[src/rtl/ysyx_25020037_rd_arbiter.sv]
// Round-robin arbiter sharing one AXI4-Lite read path (AR/R) between the fetch
// unit (master 0) and the LSU (master 1); one transaction in flight at a time.
module ysyx_25020037_rd_arbiter #(
  parameter int AW = 32,
  parameter int DW = 32
) (
  input  logic          clk,
  input  logic          rst,
  input  logic [AW-1:0] m0_araddr,
  input  logic          m0_arvalid,
  output logic          m0_arready,
  output logic [DW-1:0] m0_rdata,
  output logic [1:0]    m0_rresp,
  output logic          m0_rvalid,
  input  logic          m0_rready,
  input  logic [AW-1:0] m1_araddr,
  input  logic          m1_arvalid,
  output logic          m1_arready,
  output logic [DW-1:0] m1_rdata,
  output logic [1:0]    m1_rresp,
  output logic          m1_rvalid,
  input  logic          m1_rready,
  output logic [AW-1:0] s_araddr,
  output logic          s_arvalid,
  input  logic          s_arready,
  input  logic [DW-1:0] s_rdata,
  input  logic [1:0]    s_rresp,
  input  logic          s_rvalid,
  output logic          s_rready,
  output logic          busy,
  output logic          grant
);

  typedef enum logic [1:0] {IDLE, ADDR, DATA} state_e;

  state_e state_q, state_d;
  logic   grant_q, grant_d;
  logic   last_grant_q, last_grant_d;
  logic   sel_arvalid;
  logic   sel_rready;

  always_ff @(posedge clk) begin
    if (rst) begin
      state_q      <= IDLE;
      grant_q      <= 1'b0;
      last_grant_q <= 1'b1;  // fetch wins the first tie
    end else begin
      state_q      <= state_d;
      grant_q      <= grant_d;
      last_grant_q <= last_grant_d;
    end
  end

  assign sel_arvalid = grant_q ? m1_arvalid : m0_arvalid;
  assign sel_rready  = grant_q ? m1_rready  : m0_rready;

  always_comb begin
    // NOTE: every output and next-state value gets a default first so no path through the case infers a latch.
    state_d      = state_q;
    grant_d      = grant_q;
    last_grant_d = last_grant_q;
    s_araddr     = '0;
    s_arvalid    = 1'b0;
    s_rready     = 1'b0;
    m0_arready   = 1'b0;
    m1_arready   = 1'b0;
    m0_rvalid    = 1'b0;
    m1_rvalid    = 1'b0;
    m0_rdata     = '0;
    m1_rdata     = '0;
    m0_rresp     = 2'b00;
    m1_rresp     = 2'b00;

    unique case (state_q)
      IDLE: begin
        // Requests only steer the registered grant; nothing reaches the slave this cycle.
        if (m0_arvalid && m1_arvalid) begin
          grant_d = ~last_grant_q;
          state_d = ADDR;
        end else if (m0_arvalid) begin
          grant_d = 1'b0;
          state_d = ADDR;
        end else if (m1_arvalid) begin
          grant_d = 1'b1;
          state_d = ADDR;
        end
      end

      ADDR: begin
        s_araddr  = grant_q ? m1_araddr : m0_araddr;
        s_arvalid = sel_arvalid;
        if (grant_q) m1_arready = s_arready;
        else         m0_arready = s_arready;
        if (sel_arvalid && s_arready) state_d = DATA;
        else if (!sel_arvalid)        state_d = IDLE;
      end

      DATA: begin
        s_rready = sel_rready;
        if (grant_q) begin
          m1_rvalid = s_rvalid;
          m1_rdata  = s_rdata;
          m1_rresp  = s_rresp;
        end else begin
          m0_rvalid = s_rvalid;
          m0_rdata  = s_rdata;
          m0_rresp  = s_rresp;
        end
        if (s_rvalid && sel_rready) begin
          last_grant_d = grant_q;
          state_d      = IDLE;
        end
      end

      default: state_d = IDLE;
    endcase
  end

  assign busy  = (state_q != IDLE);
  assign grant = grant_q;

endmodule

[config.mk]
export PLATFORM = sky130hd
export DESIGN_NAME = ysyx_25020037_rd_arbiter
export DESIGN_NICKNAME = d
export VERILOG_FILES = /design/src/rtl/ysyx_25020037_rd_arbiter.sv
export SDC_FILE = /design/constraint.sdc
export NUM_CORES = 1
export LEC_CHECK = 0
export ABC_AREA = 1
export CAP_MARGIN = 20
export CORE_AREA = 2 2 82 84
export DETAILED_ROUTE_END_ITERATION = 6
export DIE_AREA = 0 0 84 86
export GPL_TIMING_DRIVEN = 0
export PLACE_DENSITY = 0.75
export SLEW_MARGIN = 20
export SYNTH_ARGS = -nofsm -noshare
export SYNTH_HDL_FRONTEND = slang
export SYNTH_SLANG_ARGS = --single-unit
[constraint.sdc]
create_clock -name clk -period 3.1 [get_ports clk]
set_input_delay 0.93 -clock clk [delete_from_list [all_inputs] [get_ports clk]]
set_output_delay 0.93 -clock clk [all_outputs]
set_load 0.05 [all_outputs]
==> flow_summary.ini, run 1 <==
[detailed_routing]
vias_per_cell = 4.23
wirelength_mm = 6.43
vias = 2351
firstDrtPassIters = 4
ant_nets = 0
drtIter0Drc = 53
post_drt_wl_per_cell_um = 11.6
drc = 0

[global_routing]
grt_start_max_net_pins = 11
grt_pass1_wl_mm = 10.3
grt_overflow = 0
gr-usage-all-layers_pct = 16.9
grt_pass1_vias = 2287
antenna_found_initial = 0

[clock_tree]
clock_sinks = 4
cts-root-buf = clkbuf_8
clk_pin_slew_ns = 0.03
clk_latency_ns = 0.22
holdBufCountCts = 0
cts.htree.levels = 1
clockBufferDepth = 2
numCtsBuffers = 3
cts_tree = yes

[yosys]
synth-seq-area-share_pct = 6.11
synth.yosys.warnings = 0
synth_seq_cells = 4
synth_cell_type_count = 19
synthSimpleGateAreaFrac_pct = 55.3
syn_avg_cell_area_um2 = 4.98
synth_compound_area_share_pct = 14.5
muxShareOfSynthArea_pct = 0
synth.net_count = 369
synth_adder_area_share_pct = 0
synth_top_family_by_area = simple AND/OR/NAND/NOR gates
synth-xor-area-share_pct = 0
netlist_area_mm2 = 0.00131
synth_top_area_cell = nand2_1
synthCells = 263
synth_top_area_share_pct = 21.5
synth_area_leaders = nand2_1 21%, nor2_2 16%, a21oi_1 14%

[critical_path]
worst_ep_required_time_ns = 2.17
worst_ep_arrival_time_ns = 2.13
critPathKind = in -> out
reg2reg_depth = 7
critPathLaunchType = input port
rr_startpoint = grant
r2r-end = last_grant_q
path_max_fanout = 1
r2r_slack_ns = 2.00
critPathCaptureType = output port

[sta]
relSlewSlack_pct = 64.8
setup_violations = 0
worst_slack_ns = 0.0449
min_period_ns = 3.06
drv_slew = 0
min_period_over_period_pct = 98.6
skew_ns = 0.00320
fmax_mhz = 327
rsz0062_at_grt = false
hold_violations = 0
hold_ws_ns = 0.468
tightest_slew_ns = 0.530

[power_and_ir_drop]
power_per_cell_area_mw_per_mm2 = 189
p_leak_nw = 1.97
power_mw = 0.650
ir_drop_uv = 134

[place]
place_hpwl_mm = 5.70
port_buffers = 213
preCtsSetupSlack_ns = -0.407
gp_congestion = 0.739
place_inst = 553

[floorplanning]
die-width_um = 84
initial_core_util_pct = 20.9
ios = 214
rows = 29
die_y_um = 86
die_area_mm2 = 0.00722
core_area_mm2 = 0.00628

[cells_and_area]
synthToLayoutAreaGrowth_pct = 162
final_core_util_pct = 54.7
diodes = 0
fin_nets = 587
fin_cells = 556
fill_cells = 660
final_layout_size_suffix_gt1_share_pct = 15.4

[job]
drv_cap = 0

[worst_hold_path]
hold_path_class = reg -> reg
min_from = last_grant_q
hold_path_end = last_grant_q
whs_path_depth = 2

[outcome]
outcome = finished, final reports clean
-- registers in the layout, indices dropped and copies added (netlist names) --
| signal | count |
|---|---|
| last_grant_q | 1 |
| grant | 1 |
| state_q | 2 |
-- placed cells by master (no fill, tap or decap), drive strengths merged --
cell / Yosys / layout
a21oi: 36 / 36
and2: 1 / 1
buf: 17 / 20
clkbuf: 0 / 10
clkdlybuf4s15: 0 / 15
clkdlybuf4s50: 0 / 107
dfxtp: 4 / 4
dlygate4sd2: 0 / 81
inv: 44 / 44
nand2: 79 / 79
nand3: 5 / 5
nand4: 1 / 1
nor2: 72 / 72
nor3: 2 / 2
o21ai: 2 / 2
-- worst max-delay path by stage --
| stage | from | to | slack (ns) | cells past startpoint |
|---|---|---|---|---|
| after detailed placement | m1_rready | s_rready | -0.41 | 5 |
| after global placement | m1_rready | s_rready | -0.40 | 5 |
| after CTS | m1_araddr[21] | s_araddr[21] | 0.03 | 4 |
| final | m1_araddr[8] | s_araddr[8] | 0.04 | 4 |
| after global routing | m1_araddr[18] | s_araddr[18] | 0.001 | 4 |
| after floorplan | grant | m1_arready | 0.02 | 4 |
-- through the flow --
stage | instance area, µm² | setup TNS (ns)
global route | 3430 | 0
floorplan | 1310 | 0
global placement | 3540 | -20.24
finish | 3430 | 0
detailed placement | 3540 | -21.15
CTS | 3460 | 0
-- timing repair --
| action | in CTS | in global routing |
|---|---|---|
| pin swaps | 0 | 0 |
| gates resized for setup | 122 | 31 |
| setup buffers | 0 | 0 |
| setup endpoints to repair | 106 | 21 |
-- cell usage after synthesis --
cell,count
nor2_2,33
dfxtp_1,4
nor2_4,1
nand3_1,5
nand2_2,2
nand4_1,1
o21ai_1,1
nand2_4,2
inv_4,1
o21ai_0,1
buf_6,10
inv_1,42
a21oi_1,36
nand2_1,75
and2_1,1
nor2_1,38
buf_2,7
nor3_1,2
inv_2,1
-- where the power goes --
| part | total, mW | internal (mW) | switching, mW |
|---|---|---|---|
| combinational | 0.483 | 0.200 | 0.283 |
| sequential | 0.0577 | 0.0547 | 0.00300 |
| clock | 0.109 | 0.0827 | 0.0262 |
-- layout make-up --
type                    instances  area [µm²]  share of cell area [%]
inverters                      44         168                    4.88
flip-flops and latches          4        80.1                    2.33
clock buffers                   3        41.3                    1.20
repair buffers                213        1990                    57.8
well taps                      77        96.3                    2.81
plain buffers                  17         148                    4.30
multi-input cells             198         915                    26.6
-- cells by family (layout without fill, tap and decap cells) --
logic type | Yosys count | after routing
buf+inv | 61 | 277
compound gates | 38 | 38
flops | 4 | 4
simple gates | 160 | 160
-- routing by layer --
layer | up-vias | part of all wire [%] | GRT usage [%]
li1 | 1214 | - | -
met1 | 995 | 35 | 17.5
met2 | 134 | 53 | 33.5
met3 | 8 | 10 | 4.81
met4 | 0 | 1.2 | 4.11
met5 | - | 0 | 0
-- worst max-delay path: stages --
cell and delay [ns]:
clkdlybuf4s50_1 0.45, nand2_1 0.05, a21oi_1 0.13, dlygate4sd2_1 0.56
No activity file was read; power rests on OpenSTA's default activity.
==> run 2, diff against run 1 <==
- CORE_AREA: 2 2 82 84 -> default
- CORE_ASPECT_RATIO: default -> 0.5
- CORE_MARGIN: default -> 2
- CORE_UTILIZATION: default -> 24
- DIE_AREA: 0 0 84 86 -> default
- GPL_TIMING_DRIVEN: 0 -> 1
- PLACE_DENSITY: 0.75 -> 0.86
==> run 2 against run 1 <==
Compared with the run above: clock power hardly changed; clock skew is 0.0025 ns lower; sequential share of layout area down 0.14 points; maximum frequency up 4.1%; critical endpoint is now m0_arready; largest power group unchanged; highest routed layer unchanged.
==> flow_summary.ini, run 2 (synthesized netlist as in run 1, its figures left out) <==
[outcome]
outcome = finished, final reports clean

[floorplanning]
ios = 214
die_area_mm2 = 0.00610
die-width_um = 108
die_y_um = 56.2
core_area_mm2 = 0.00509
initial_core_util_pct = 25.7
rows = 18

[critical_path]
critPathLaunchType = input port
worst_ep_arrival_time_ns = 2.00
critPathCaptureType = output port
worst_ep_required_time_ns = 2.17
path_max_fanout = 3
critPathKind = in -> out

[global_routing]
grt_pass1_wl_mm = 10.7
grt_start_max_net_pins = 37
gr-usage-all-layers_pct = 21.6
grt_pass1_vias = 2110
antenna_found_initial = 0
grt_overflow = 0

[place]
preCtsSetupSlack_ns = 0.166
placedInstanceArea_mm2 = 0.00362
place_hpwl_mm = 5.72
gp_congestion = 0.829
port_buffers = 213

[sta]
hold_ws_ns = 0.469
hold_violations = 0
worst_slack_ns = 0.165
drv_slew = 0
min_period_ns = 2.93
fmax_mhz = 341
relSlewSlack_pct = 55.6
setup_violations = 0
tns_ns = 0
tightest_slew_ns = 0.664
skew_ns = 0.000734
rsz0062_at_grt = false
min_period_over_period_pct = 94.7

[job]
drv_cap = 0

[worst_hold_path]
hold_path_class = reg -> reg

[clock_tree]
clockBufferDepth = 2
cts-root-buf = clkbuf_8
numCtsBuffers = 3
cts.htree.levels = 1
holdBufCountCts = 0
clock_sinks = 4
clk_pin_slew_ns = 0.03
cts_tree = yes
clk_latency_ns = 0.21
postCtsSetupBuffers = 0
cts_resized = 0

[power_and_ir_drop]
p_leak_nw = 1.80
power_per_cell_area_mw_per_mm2 = 180
ir_drop_uv = 169
power_mw = 0.659

[detailed_routing]
vias = 2287
drtIter0Drc = 129
vias_per_cell = 4.28
drc = 0
post_drt_wl_per_cell_um = 12.9
firstDrtPassIters = 5
wirelength_mm = 6.91
ant_nets = 0

[cells_and_area]
top_register = state_q
layout_common_cells = 106 x clkdlybuf4s50_1, 75 x nand2_1, 70 x buf_4
seq_area_um2 = 80.1
diodes = 0
synthToLayoutAreaGrowth_pct = 179
fin_nets = 572
final_layout_size_suffix_gt1_share_pct = 32.8
fill_cells = 406
largest_register_ff_count = 2
fin_area_mm2 = 0.00366
mostFrequentLayoutCell = clkdlybuf4s50_1
multi_input_area_um2 = 915
## run 2: where the power goes
part / internal (mW) / switching (mW) / total, mW
clock: 0.0825 / 0.0235 / 0.106
combinational: 0.210 / 0.285 / 0.496
sequential: 0.0547 / 0.00316 / 0.0579
## run 2: layer usage
metal  wire, µm  up-vias  global-route usage (%)
met4        157        0                    7.14
met5          0        -                       0
met1       2600     1008                    23.2
met2       3710       85                    41.9
li1           -     1180                       -
met3        442       14                    4.22
## run 2: critical path: stages
cell             delay (ns)
clkdlybuf4s50_1        0.48
inv_1                  0.08
nor3_1                 0.33
buf_12                 0.19
## run 2: path summary, 6_finish.rpt
check               startpoint      endpoint  slack, ns  cells after the start
setup / recovery     s_arready    m0_arready       0.17                      4
hold / removal    last_grant_q  last_grant_q       0.47                      2
setup reg to reg    state_q[1]    state_q[0]       1.78                      5
hold reg to reg   last_grant_q  last_grant_q       0.47                      2
## run 2: stage by stage
stage	util, %	cells
floorplan	-	263
global placement	71.1	531
detailed placement	71.1	531
CTS	71.9	534
global route	71.9	534
finish	71.9	534
## run 2: final cells by class
type | count | share of cell area [%]
multi-input combinational | 198 | 25.0
inverter | 44 | 4.58
timing repair buffer | 215 | 64.7
clock buffer | 3 | 1.13
tap | 70 | 2.39
sequential | 4 | 2.19
==> run 3, diff against run 2 <==
- ABC_CLOCK_PERIOD_IN_PS: default -> 3100
==> results of run 3 <==
No change in the layout: final DEF, timing and power equal those of run 2.
